**src/rtl/alu_result_packer.sv**
```systemverilog
// alu_result_packer
//   Serialises one registered ALU result (two bytes wide) into two
//   consecutive writes on a byte-wide TX FIFO write port. It honours FIFO
//   backpressure and raises a sticky flag when a result arrives while it
//   cannot be taken.
//
// Ports
//   CLK            sole clock, rising edge
//   RST            synchronous, active-high reset
//   ALU_OUT        result to serialise (RESULT_WIDTH)
//   ALU_OUT_VALID  single-cycle strobe qualifying ALU_OUT
//   FIFO_FULL      FIFO cannot accept a write this cycle
//   OVR_CLR        clears OVERRUN (a coincident new overrun wins)
//   WR_DATA        byte presented to the FIFO, 0 when not writing
//   WR_INC         FIFO write strobe
//   BUSY           a result is still being sent
//   OVERRUN        sticky: a result was dropped
module alu_result_packer #(
    parameter int  BYTE_WIDTH   = 8,
    parameter bit  MSB_FIRST    = 1'b0,
    localparam int RESULT_WIDTH = 2 * BYTE_WIDTH
) (
    input  logic                    CLK,
    input  logic                    RST,
    input  logic [RESULT_WIDTH-1:0] ALU_OUT,
    input  logic                    ALU_OUT_VALID,
    input  logic                    FIFO_FULL,
    input  logic                    OVR_CLR,
    output logic [BYTE_WIDTH-1:0]   WR_DATA,
    output logic                    WR_INC,
    output logic                    BUSY,
    output logic                    OVERRUN
);

    typedef enum logic [1:0] {
        S_IDLE   = 2'd0,
        S_FIRST  = 2'd1,
        S_SECOND = 2'd2
    } state_t;

    state_t                  state_q, state_d;
    logic [RESULT_WIDTH-1:0] hold_q, hold_d;
    logic                    ovr_q, ovr_d;
    logic                    ovr_set;

    logic [BYTE_WIDTH-1:0]   byte_lo, byte_hi;
    logic [BYTE_WIDTH-1:0]   byte_first, byte_second;
    logic                    sending;
    logic                    wr_inc;

    assign byte_lo     = hold_q[BYTE_WIDTH-1:0];
    assign byte_hi     = hold_q[RESULT_WIDTH-1:BYTE_WIDTH];
    assign byte_first  = MSB_FIRST ? byte_hi : byte_lo;
    assign byte_second = MSB_FIRST ? byte_lo : byte_hi;

    assign sending = (state_q == S_FIRST) || (state_q == S_SECOND);

    // Reset is gated in so that the edge that discards a partially sent
    // result does not also push its second byte into the FIFO.
    assign wr_inc  = sending && !FIFO_FULL && !RST;

    assign WR_INC  = wr_inc;
    assign WR_DATA = !wr_inc              ? '0 :
                     (state_q == S_FIRST) ? byte_first : byte_second;
    assign BUSY    = (state_q != S_IDLE);
    assign OVERRUN = ovr_q;

    always_comb begin
        state_d = state_q;
        hold_d  = hold_q;
        ovr_set = 1'b0;
        case (state_q)
            S_IDLE: begin
                if (ALU_OUT_VALID) begin
                    hold_d  = ALU_OUT;
                    state_d = S_FIRST;
                end
            end
            S_FIRST: begin
                // Second byte still pending: nothing can be accepted here.
                if (ALU_OUT_VALID) ovr_set = 1'b1;
                if (wr_inc)        state_d = S_SECOND;
            end
            S_SECOND: begin
                if (wr_inc) begin
                    if (ALU_OUT_VALID) begin
                        // Last byte leaves this edge, so the register frees up
                        // in time to take a back-to-back result.
                        hold_d  = ALU_OUT;
                        state_d = S_FIRST;
                    end else begin
                        state_d = S_IDLE;
                    end
                end else if (ALU_OUT_VALID) begin
                    ovr_set = 1'b1;
                end
            end
            default: state_d = S_IDLE;
        endcase

        ovr_d = ovr_q;
        if (ovr_set)      ovr_d = 1'b1;
        else if (OVR_CLR) ovr_d = 1'b0;
    end

    always_ff @(posedge CLK) begin
        if (RST) begin
            state_q <= S_IDLE;
            hold_q  <= '0;
            ovr_q   <= 1'b0;
        end else begin
            state_q <= state_d;
            hold_q  <= hold_d;
            ovr_q   <= ovr_d;
        end
    end

endmodule

```
**config.mk**
```make
export PLATFORM = sky130hd
export DESIGN_NAME = alu_result_packer
export DESIGN_NICKNAME = d
export VERILOG_FILES = /design/src/rtl/alu_result_packer.sv
export SDC_FILE = /design/constraint.sdc
export NUM_CORES = 1
export LEC_CHECK = 0
export BUFFER_PORTS_ARGS = -buffer_cell sky130_fd_sc_hd__buf_2
export CELL_PAD_IN_SITES_DETAIL_PLACEMENT = 0
export CELL_PAD_IN_SITES_GLOBAL_PLACEMENT = 1
export CORE_MARGIN = 2
export CORE_UTILIZATION = 42
export CTS_BUF_LIST = sky130_fd_sc_hd__clkbuf_16
export CTS_CLUSTER_SIZE = 25
export DETAILED_ROUTE_END_ITERATION = 8
export PLACE_DENSITY = 0.85
export SYNTH_ARGS = -nofsm -noshare
export SYNTH_HDL_FRONTEND = slang
export SYNTH_SLANG_ARGS = --single-unit
```
**constraint.sdc**
```tcl
create_clock -name CLK -period 3.9 [get_ports CLK]
set_input_delay 0.78 -clock CLK [delete_from_list [all_inputs] [get_ports CLK]]
set_output_delay 0.78 -clock CLK [all_outputs]
set_load 0.01 [all_outputs]
```
==> metrics.md <==
| Metric | Value |
|---|---|
| Outcome | `completed` |
| Worst Setup End Kind | `output pin` |
| Sum Neg Setup Slack | `0 ns` |
| Cells after synthesis | `177` |
| All-Layer GR Usage | `18.8%` |
| CP Max Fanout | `10` |
| Vias | `1351` |
| CTS Hold Bufs | `0` |
| Fill count | `338` |
| Residual DRC | `0` |
| Share of the synthesized area in the top cell type | `27.0%` |
| Ys Warns | `0` |
| Initial antenna violation count | `0` |
| Slew Limit Fails | `0` |
| Largest net degree at the start of global routing | `45` |
| Syn nets | `202` |
| Width of the die | `61.9 µm` |
| Flops & latches, synth | `19` |
| Max VDD drop | `0.141 mV` |
| Hold Path Sink | `OVERRUN` |
| Post-synth top cells | `nor3_1 (32), dfxtp_1 (19), nand2_1 (17), nor3b_1 (17)` |
| Avg WL per Cell | `13.9 µm` |
| First drt pass iteration count | `4` |
| Tmin final | `2.78 ns` |
| Area Overhead vs Synth | `14.1%` |
| Endpoints failing hold | `0` |
| Tightest Hold Check Type | `reg2reg` |
| Synth unique cells | `24` |
| Post CTS Setup Buffer Count | `0` |
| CTS tree | `built` |
| Post-DP Area | `1530 µm²` |
| Crit path DAT | `2.00 ns` |
| Prevailing post-synth register cell | `dfxtp_1` |
| Maximum clock frequency | `360 MHz` |
| Detailed placement HPWL | `2.19 mm` |
| Total wire length | `3.32 mm` |
| Htree depth | `1` |
| Core area | `3280 µm²` |
| Initial Util | `42.9%` |
| First-pass GRT wire length | `5.38 mm` |
| Power Dens Cells | `332 nW/µm²` |
| Layout cell share with drive strength beyond 1 | `19.2%` |
| Worst Reg-to-Reg Cells | `5` |
| Post-Syn Area per Cell | `7.95 µm²` |
| Number of synthesized flops with an enable pin | `0` |
| Vias in the first global route | `1196` |
| RSZ-0062 raised after global routing | `false` |
| Final #Nets | `219` |
| Slew @ Worst Pin | `1.06 ns` |
| Leak pwr | `0.743 nW` |
| Synth top area cells | `dfxtp_1 (27%), and4b_1 (11%), nor3_1 (11%)` |
| Number of buffers created by CTS | `3` |
| Clock sinks | `19` |
| Routability congestion estimate | `0.801` |
| R2R setup slack | `1.35 ns` |
| DRT antenna net count | `0` |
| Root Buffer | `clkbuf_16` |
| Most common cell in the netlist | `nor3_1` |
| Clock skew | `0.00148 ns` |
| Max_cap viols | `0` |
| # rows | `21` |
| Post-Synthesis Cell Area | `1410 µm²` |
| Ant diodes | `0` |
| Hold path depth | `2` |
| R2r endpoint | `hold_q[1]` |
| Hold Path Origin | `OVERRUN` |
| Largest area contributor in the netlist | `dfxtp_1` |
| Die area | `3830 µm²` |
| PortBufs | `31` |
| Clock Pin Slew Worst Setup and Hold Paths | `0.05 ns` |
| Clk buf depth | `2` |
| Critical path class | `reg2out` |
| Detailed Route Iter0 Violations | `49` |
| Num ports | `32` |
| CTS resizes | `0` |
| Reg-to-Reg Start | `state_q[0]` |
| Rel. slew slack | `29.3%` |
| Die height | `61.9 µm` |
| Post-synthesis async set-or-reset flop share | `0%` |
| Share of the yosys chip area belonging to registers | `27.0%` |
| Tcrit/Tclk final | `71.3%` |
| CP Data Required Time | `3.12 ns` |
| Setup crit start kind | `register` |
| Clk_lat worst skew | `0.25 ns` |
| Vias/cell | `5.65` |
| Design Area, Final | `1610 µm²` |
| Grt total ovfl | `0` |
| Final setup fails | `0` |
## worst max-delay path by stage
stage / slack, ns / endpoint / start
detailed placement: 1.15 / WR_DATA[4] / RST
floorplan: 1.50 / WR_DATA[0] / RST
finish: 1.12 / WR_DATA[4] / state_q[0]
global route: 1.04 / WR_DATA[3] / state_q[0]
global placement: 1.19 / WR_DATA[7] / RST
CTS: 1.13 / WR_DATA[4] / state_q[0]
## layout make-up
class / count / area, µm² / area share, %
Multi-Input combinational cell: 132 / 905 / 56.3
Sequential cell: 19 / 380 / 23.7
Timing Repair Buffer: 32 / 163 / 10.1
Clock buffer: 3 / 75.1 / 4.67
Tap cell: 46 / 57.6 / 3.58
Inverter: 6 / 22.5 / 1.40
Clock inverter: 1 / 3.75 / 0.234
## cells in the final DEF (no fill, tap or decap)
cell and n:
nor3_1 32, buf_2 31, dfxtp_1 19, nand2_1 17, nor3b_1 17, and4b_1 16, or4_1 16, nor2_1 10
mux2i_1 9, inv_1 6, ha_1 4, nand2b_1 3, clkbuf_16 3, or3b_1 1, inv_2 1, nand4bb_4 1
a21oi_1 1, a311oi_1 1, o21ai_0 1, o21ai_1 1, a21o_1 1, a32oi_1 1, buf_4 1
## state kept, by name (all words and copies together) (netlist names)
name     flops
OVERRUN      1
state_q      2
hold_q      16
## report_power, final
part           switching [mW]  internal (mW)  leakage (nW)
registers              0.0112          0.210         0.156
clock network          0.0746          0.137        0.0423
logic                  0.0572         0.0432         0.544
## metrics by stage
stage	instances	hold slack (ns)	setup WS (ns)	power, mW	util, %
CTS	239	0.503	1.13	0.537	48.9
global route	239	0.548	1.04	0.561	48.9
detailed placement	235	0.488	1.15	0.326	46.5
global placement	235	0.468	1.19	0.320	46.5
finish	239	0.507	1.12	0.533	48.9
floorplan	177	0.487	1.50	0.300	-
## kinds of logic (layout without fill, tap and decap cells)
kind of cell | after synthesis | after routing | synth area share [%]
and+or+nand+nor | 113 | 113 | 51.5
buffers and inverters | 26 | 42 | 8.71
DFF | 19 | 19 | 27.0
muxes | 9 | 9 | 6.40
AOI/OAI and AO/OA | 6 | 6 | 2.84
adders and majority gates | 4 | 4 | 3.56
## worst max-delay path, stage by stage (launching register included)
cell,delay (ns)
dfxtp_1,0.38
inv_1,0.08
ha_1,0.37
or3b_1,0.58
nor2_1,0.19
buf_2,0.15
## per-layer routing
| layer | GRT usage, % | up-vias | part of all wire [%] |
|---|---|---|---|
| li1 | - | 682 | - |
| met1 | 24.1 | 635 | 47 |
| met2 | 30.7 | 29 | 48 |
| met3 | 2.69 | 5 | 3.3 |
| met4 | 9.73 | 0 | 1.9 |
| met5 | 0 | - | 0 |
Power figures use the tool's default switching activity.
